### config.mk
export PLATFORM = sky130hd
export DESIGN_NAME = bcd_score_accum
export DESIGN_NICKNAME = d
export VERILOG_FILES = /design/src/rtl/bcd_pkg.sv /design/src/rtl/bcd_digit_add.sv /design/src/rtl/bcd_score_accum.sv
export SDC_FILE = /design/constraint.sdc
export NUM_CORES = 1
export LEC_CHECK = 0
export CORE_ASPECT_RATIO = 1.4
export CORE_MARGIN = 10
export CORE_UTILIZATION = 25
export DETAILED_ROUTE_END_ITERATION = 16
export GPL_ROUTABILITY_DRIVEN = 0
export PLACE_DENSITY = 0.49
export SLEW_MARGIN = 0
export SYNTH_ARGS = -nofsm -noshare
export SYNTH_HDL_FRONTEND = slang
export SYNTH_HIERARCHICAL = 1
export SYNTH_SLANG_ARGS = --single-unit
### constraint.sdc
create_clock -name clk -period 8.4 [get_ports clk]
set_input_delay 2.52 -clock clk [delete_from_list [all_inputs] [get_ports clk]]
set_output_delay 2.52 -clock clk [all_outputs]
set_load 0.02 [all_outputs]
### src/rtl/bcd_pkg.sv
// Shared BCD definitions for the score accumulator: digit width, digit limit,
// sequencer states and the digit clamp helper.
package bcd_pkg;

    localparam int BCD_DIGIT_W = 4;
    localparam logic [BCD_DIGIT_W-1:0] BCD_NINE = 4'd9;

    typedef enum logic {
        IDLE = 1'b0,
        ADD  = 1'b1
    } state_t;

    function automatic logic [BCD_DIGIT_W-1:0] bcd_clamp(input logic [BCD_DIGIT_W-1:0] digit);
        return (digit > BCD_NINE) ? BCD_NINE : digit;
    endfunction

endpackage

### src/rtl/bcd_digit_add.sv
// Single-digit BCD adder. The operands are valid BCD digits, so the binary sum
// never exceeds 19 and a single +6 correction is enough.
module bcd_digit_add
    import bcd_pkg::*;
(
    input  logic [BCD_DIGIT_W-1:0] a,
    input  logic [BCD_DIGIT_W-1:0] b,
    input  logic                   cin,
    output logic [BCD_DIGIT_W-1:0] s,
    output logic                   cout
);

    logic [BCD_DIGIT_W:0] w_bin;

    // NOTE: every output of a combinational block is assigned on every path, so no latch is inferred.
    always_comb begin
        w_bin = {1'b0, a} + {1'b0, b} + {{BCD_DIGIT_W{1'b0}}, cin};
        if (w_bin > 5'd9) begin
            s    = w_bin[BCD_DIGIT_W-1:0] + 4'd6;
            cout = 1'b1;
        end else begin
            s    = w_bin[BCD_DIGIT_W-1:0];
            cout = 1'b0;
        end
    end

endmodule

### src/rtl/bcd_score_accum.sv
// Multi-digit BCD score accumulator: adds a latched hit score into the running
// total once per cycle, mult times. Define BCD_ACCUM_SAT_EN to saturate at all 9s.
module bcd_score_accum
    import bcd_pkg::*;
#(
    parameter int DIGITS = 4,
    parameter int MULT_W = 3
) (
    input  logic                          clk,
    input  logic                          rst,
    input  logic                          clear,
    input  logic                          in_valid,
    output logic                          in_ready,
    input  logic [BCD_DIGIT_W*DIGITS-1:0] in_score,
    input  logic [MULT_W-1:0]             in_mult,
    output logic [BCD_DIGIT_W*DIGITS-1:0] total,
    output logic                          busy,
    output logic                          done,
    output logic                          overflow
);

    localparam int W = BCD_DIGIT_W * DIGITS;

    state_t            r_state;
    state_t            w_next_state;
    logic [W-1:0]      r_score;
    logic [W-1:0]      r_total;
    logic [W-1:0]      w_sum;
    logic [W-1:0]      w_score_clamped;
    logic [MULT_W-1:0] r_cnt;
    logic [DIGITS:0]   w_carry;
    logic              r_overflow;
    logic              r_done;
    logic              r_zero_pend;
    logic              w_accept;
    logic              w_last;

    assign w_carry[0] = 1'b0;

    for (genvar g = 0; g < DIGITS; g++) begin : g_digit
        bcd_digit_add u_add (
            .a    (r_total[g*BCD_DIGIT_W +: BCD_DIGIT_W]),
            .b    (r_score[g*BCD_DIGIT_W +: BCD_DIGIT_W]),
            .cin  (w_carry[g]),
            .s    (w_sum[g*BCD_DIGIT_W +: BCD_DIGIT_W]),
            .cout (w_carry[g+1])
        );
        assign w_score_clamped[g*BCD_DIGIT_W +: BCD_DIGIT_W] =
            bcd_clamp(in_score[g*BCD_DIGIT_W +: BCD_DIGIT_W]);
    end

    assign w_accept = in_valid && in_ready;
    assign w_last   = (r_state == ADD) && (r_cnt == MULT_W'(1));

    // NOTE: sequential state uses non-blocking assignments so every register samples pre-edge values.
    always_ff @(posedge clk) begin
        if (rst) r_state <= IDLE;
        else     r_state <= w_next_state;
    end

    always_comb begin
        w_next_state = r_state;
        if (clear) begin
            w_next_state = IDLE;
        end else begin
            case (r_state)
                IDLE:    if (w_accept && (in_mult != '0)) w_next_state = ADD;
                ADD:     if (r_cnt == MULT_W'(1))         w_next_state = IDLE;
                default: w_next_state = IDLE;
            endcase
        end
    end

    always_comb begin
        in_ready = (r_state == IDLE) && !clear && !rst;
        busy     = (r_state == ADD);
    end

    // NOTE: score and count are pure datapath qualified by state, so they carry no reset.
    always_ff @(posedge clk) begin
        if (w_accept) begin
            r_score <= w_score_clamped;
            r_cnt   <= in_mult;
        end else if (r_state == ADD) begin
            r_cnt <= r_cnt - MULT_W'(1);
        end
    end

    // A zero-multiplier request still owes a done pulse, one cycle late.
    always_ff @(posedge clk) begin
        if (rst || clear) begin
            r_total     <= '0;
            r_overflow  <= 1'b0;
            r_done      <= 1'b0;
            r_zero_pend <= 1'b0;
        end else begin
            r_zero_pend <= w_accept && (in_mult == '0);
            r_done      <= r_zero_pend || w_last;
            if (r_state == ADD) begin
                r_overflow <= r_overflow | w_carry[DIGITS];
`ifdef BCD_ACCUM_SAT_EN
                r_total    <= w_carry[DIGITS] ? {DIGITS{BCD_NINE}} : w_sum;
`else
                r_total    <= w_sum;
`endif
            end
        end
    end

    assign total    = r_total;
    assign done     = r_done;
    assign overflow = r_overflow;

endmodule
==> flow_metrics.py <==
metrics = {
    "run_status": {
        "run_status": "complete, no violations",
    },
    "die": {
        "io-pin-count": 43,
        "dieHeight_um": 135,
        "design.core.area_sq_um": 9130,
        "initial_core_util_pct": 25.8,
        "total_die_area_sq_um": 13800,
        "site_rows": 41,
        "die_width_um": 102,
    },
    "synth": {
        "synth_nets": 257,
        "yosys-top-cells-area": "sky130_fd_sc_hd__edfxtp_1 24%, sky130_fd_sc_hd__dfxtp_1 17%, sky130_fd_sc_hd__ha_1 9.5%, sky130_fd_sc_hd__mux2i_1 8.9%, sky130_fd_sc_hd__fa_1 6.8%",
        "proportion_of_netlist_area_held_by_the_largest_area_contributor_pct": 24.2,
        "syn-instance-count": 208,
        "syn-mean-instance-area_sq_um": 11.3,
        "fraction_of_the_mapped_netlist_area_in_adder_cells_pct": 16.3,
        "synthesis.area_sq_um": 2360,
        "synthDominantAreaCellType": "sky130_fd_sc_hd__edfxtp_1",
        "synthXorXnorAreaFrac_pct": 3.34,
        "combinational_family_with_the_most_area_after_synthesis": "adder cells",
        "post_synth_and_or_nand_nor_area_fraction_pct": 11.9,
        "synth.area.mux_share_pct": 9.87,
        "synth-compound-area-share_pct": 13.4,
        "synthesized_flop_and_latch_total": 39,
        "synth-seq-area-share_pct": 41.2,
        "synthesis.yosys.warnings": 6,
        "synth.lib_cells_used.distinct": 32,
    },
    "clock_tree": {
        "cts.reportedPaths.clkPinSlew_ns": 0.06,
        "tritoncts": "yes",
        "cts_htree_levels": 2,
        "cts_root_buf": "sky130_fd_sc_hd__clkbuf_16",
        "post-cts-setup-buffers": 0,
        "clock_latency_reported_for_the_late_side_of_the_worst_skew_pair_ns": 0.28,
        "cts_inserted_buffers": 5,
        "clock_sink_count": 39,
        "clock_tree.buffer_depth": 2,
        "postCtsHoldBufs": 0,
        "cts-resized-gates": 0,
    },
    "power": {
        "leakagePower_nw": 1.13,
        "power_uw": 495,
        "p_per_area_nw_per_um2": 164,
        "power.ir.vdd_worst_uv": 66.5,
    },
    "detailed_routing": {
        "remaining_routing_drc_violations": 0,
        "final_antenna_net_count": 0,
        "routed-via-count": 1659,
        "first_pass_iters": 3,
        "drt_iter0_drc": 89,
        "viasPerCell": 4.63,
        "routed_wirelength_normalized_by_instance_count_um": 14.5,
        "wl_um": 5200,
    },
    "sta": {
        "slew_violations": 0,
        "transition_time_at_the_pin_with_the_least_slew_margin_ns": 0.545,
        "final.min_clock_period_ns": 7.73,
        "rsz0062_at_grt": "no",
        "report.final.setup_viol": 0,
        "final.setup_skew_ns": 0.00480,
        "hold_violations": 0,
        "timing.final.crit_share_pct": 92.0,
        "max-slew-margin-rel_pct": 62.7,
        "final.hold.worst_slack_ns": 0.427,
        "post_route_setup_tns_ns": 0,
        "max_clock_freq_ghz": 0.129,
    },
    "setup_path": {
        "biggest_fanout_along_the_worst_timing_path": 3,
        "crit_required_ns": 8.56,
        "ff2ff_setup_slack_ns": 0.67,
        "critPathCaptureType": "flop",
        "path_class": "flop to flop",
        "worst_ep_arrival_time_ns": 7.89,
        "start_kind": "flop",
    },
    "hold_path": {
        "worstHoldPathType": "flop to flop",
    },
    "global_route": {
        "track_usage_pct": 8.03,
        "grt_overflow_total": 0,
        "antenna_found_initial": 0,
        "first_pass_grt_wire_length_um": 8650,
        "grt_start_max_net_pins": 23,
        "vias_in_the_first_global_route": 1800,
    },
    "cells_and_area": {
        "final_core_util_pct": 33.1,
        "area_growth_syn_to_layout_pct": 28.1,
        "antenna_cells": 0,
        "post_route_cells_drive_above_1_share_pct": 8.37,
        "nets": 299,
        "count_of_fill_cells_added_during_filler_insertion": 967,
    },
    "placed_design": {
        "io_buffers": 42,
        "dp_hpwl_um": 4080,
    },
    "job": {
        "max_cap_viol_count": 0,
    },
}
-- sequential cells by signal (all words and copies together), names as in the netlist --
| register | flops |
|---|---|
| done | 1 |
| r_score | 16 |
| overflow | 1 |
| r_zero_pend | 1 |
| total | 16 |
| busy | 1 |
| r_cnt | 3 |
-- cell type report --
cell class,instances,area [sq um],share of cell area [%]
inverter,12,45.0,1.49
sequential,39,971,32.1
clock buffer,7,133,4.39
multi-input combinational,148,1300,43.0
tap,107,134,4.43
clock inverter,1,5.00,0.166
timing repair buffer,44,435,14.4
-- through the flow --
stage          instances  cell area, sq um  setup WS [ns]
2_1_floorplan        208              2360           1.30
3_3_place_gp         350              2880           1.00
3_5_place_dp         350              2880          0.658
4_1_cts              358              3020          0.660
5_1_grt              358              3020          0.185
6_report             358              3020          0.669
-- cells by family (layout without fill, tap and decap cells) --
family	Yosys count	in the layout
compound gates	39	39
xor+xnor	9	9
fa+ha+maj	26	26
buf+inv	21	64
flops	39	39
mux	23	23
other cells	1	1
simple gates	50	50
-- synthesized netlist by cell type --
cell / instances
sky130_fd_sc_hd__mux2i_1: 21
sky130_fd_sc_hd__dfxtp_1: 20
sky130_fd_sc_hd__edfxtp_1: 19
sky130_fd_sc_hd__nor2_1: 19
sky130_fd_sc_hd__ha_1: 18
sky130_fd_sc_hd__a21oi_1: 14
sky130_fd_sc_hd__inv_1: 12
sky130_fd_sc_hd__nor2b_1: 12
sky130_fd_sc_hd__fa_1: 8
sky130_fd_sc_hd__xnor2_1: 8
sky130_fd_sc_hd__nand2b_1: 5
sky130_fd_sc_hd__a2111oi_0: 4
sky130_fd_sc_hd__a21o_2: 4
sky130_fd_sc_hd__a31o_1: 4
sky130_fd_sc_hd__and3_1: 4
sky130_fd_sc_hd__clkbuf_1: 4
sky130_fd_sc_hd__nand3_1: 4
sky130_fd_sc_hd__o21ai_0: 4
sky130_fd_sc_hd__o22ai_1: 4
sky130_fd_sc_hd__o31ai_4: 4
sky130_fd_sc_hd__buf_2: 3
sky130_fd_sc_hd__mux2_2: 2
sky130_fd_sc_hd__or2_2: 2
sky130_fd_sc_hd__a32o_1: 1
sky130_fd_sc_hd__buf_1: 1
sky130_fd_sc_hd__buf_6: 1
sky130_fd_sc_hd__conb_1: 1
sky130_fd_sc_hd__nand3b_1: 1
sky130_fd_sc_hd__nor4b_1: 1
sky130_fd_sc_hd__nor4b_4: 1
sky130_fd_sc_hd__or3_1: 1
sky130_fd_sc_hd__xor2_1: 1
-- path summary, 6_finish.rpt --
check,endpoint,from,cells after the start
worst max-delay path,total[15],r_score[0],27
worst max register to register,total[15],r_score[0],27
worst min register to register,done,r_zero_pend,2
worst min-delay path,done,r_zero_pend,2
-- metal layers --
layer / track usage [%] / vias up / share of wire, %
li1: - / 832 / -
met1: 7.81 / 791 / 38
met2: 14.2 / 27 / 54
met3: 2.66 / 9 / 5.0
met4: 4.95 / 0 / 2.6
met5: 0 / - / 0
-- where the power goes --
| part | internal [mW] | switching [mW] | leakage [nW] |
|---|---|---|---|
| Clock | 0.110 | 0.0755 | 0.0679 |
| Combinational | 0.0507 | 0.0486 | 0.727 |
| Sequential | 0.206 | 0.00456 | 0.338 |
| Total | 0.367 | 0.129 | 1.13 |
-- worst max-delay path, cell delays in order (launching register included) --
cell and delay (ns):
sky130_fd_sc_hd__edfxtp_1 0.39, sky130_fd_sc_hd__fa_1 0.45, sky130_fd_sc_hd__fa_1 0.42, sky130_fd_sc_hd__xnor2_1 0.31, sky130_fd_sc_hd__ha_1 0.27, sky130_fd_sc_hd__a31o_1 0.18, sky130_fd_sc_hd__o31ai_4 0.11, sky130_fd_sc_hd__fa_1 0.42
sky130_fd_sc_hd__fa_1 0.42, sky130_fd_sc_hd__xnor2_1 0.26, sky130_fd_sc_hd__ha_1 0.23, sky130_fd_sc_hd__a31o_1 0.18, sky130_fd_sc_hd__o31ai_4 0.11, sky130_fd_sc_hd__fa_1 0.44, sky130_fd_sc_hd__fa_1 0.42, sky130_fd_sc_hd__xnor2_1 0.25
sky130_fd_sc_hd__ha_1 0.23, sky130_fd_sc_hd__a31o_1 0.18, sky130_fd_sc_hd__o31ai_4 0.11, sky130_fd_sc_hd__fa_1 0.43, sky130_fd_sc_hd__fa_1 0.42, sky130_fd_sc_hd__xnor2_1 0.18, sky130_fd_sc_hd__ha_1 0.24, sky130_fd_sc_hd__a31o_1 0.23
sky130_fd_sc_hd__a2111oi_0 0.44, sky130_fd_sc_hd__nor2b_1 0.09, sky130_fd_sc_hd__mux2i_1 0.15, sky130_fd_sc_hd__nor2_1 0.05
-- cells in the final DEF (no fill, tap or decap), types with 12 or more instances in the layout --
cell type and n:
sky130_fd_sc_hd__dfxtp_1 20, sky130_fd_sc_hd__a21oi_1 14, sky130_fd_sc_hd__ha_1 18, sky130_fd_sc_hd__nor2b_1 12
sky130_fd_sc_hd__inv_1 12, sky130_fd_sc_hd__edfxtp_1 19, sky130_fd_sc_hd__nor2_1 19, sky130_fd_sc_hd__mux2i_1 21
sky130_fd_sc_hd__clkdlybuf4s50_1 42
Power figures use the tool's default switching activity.
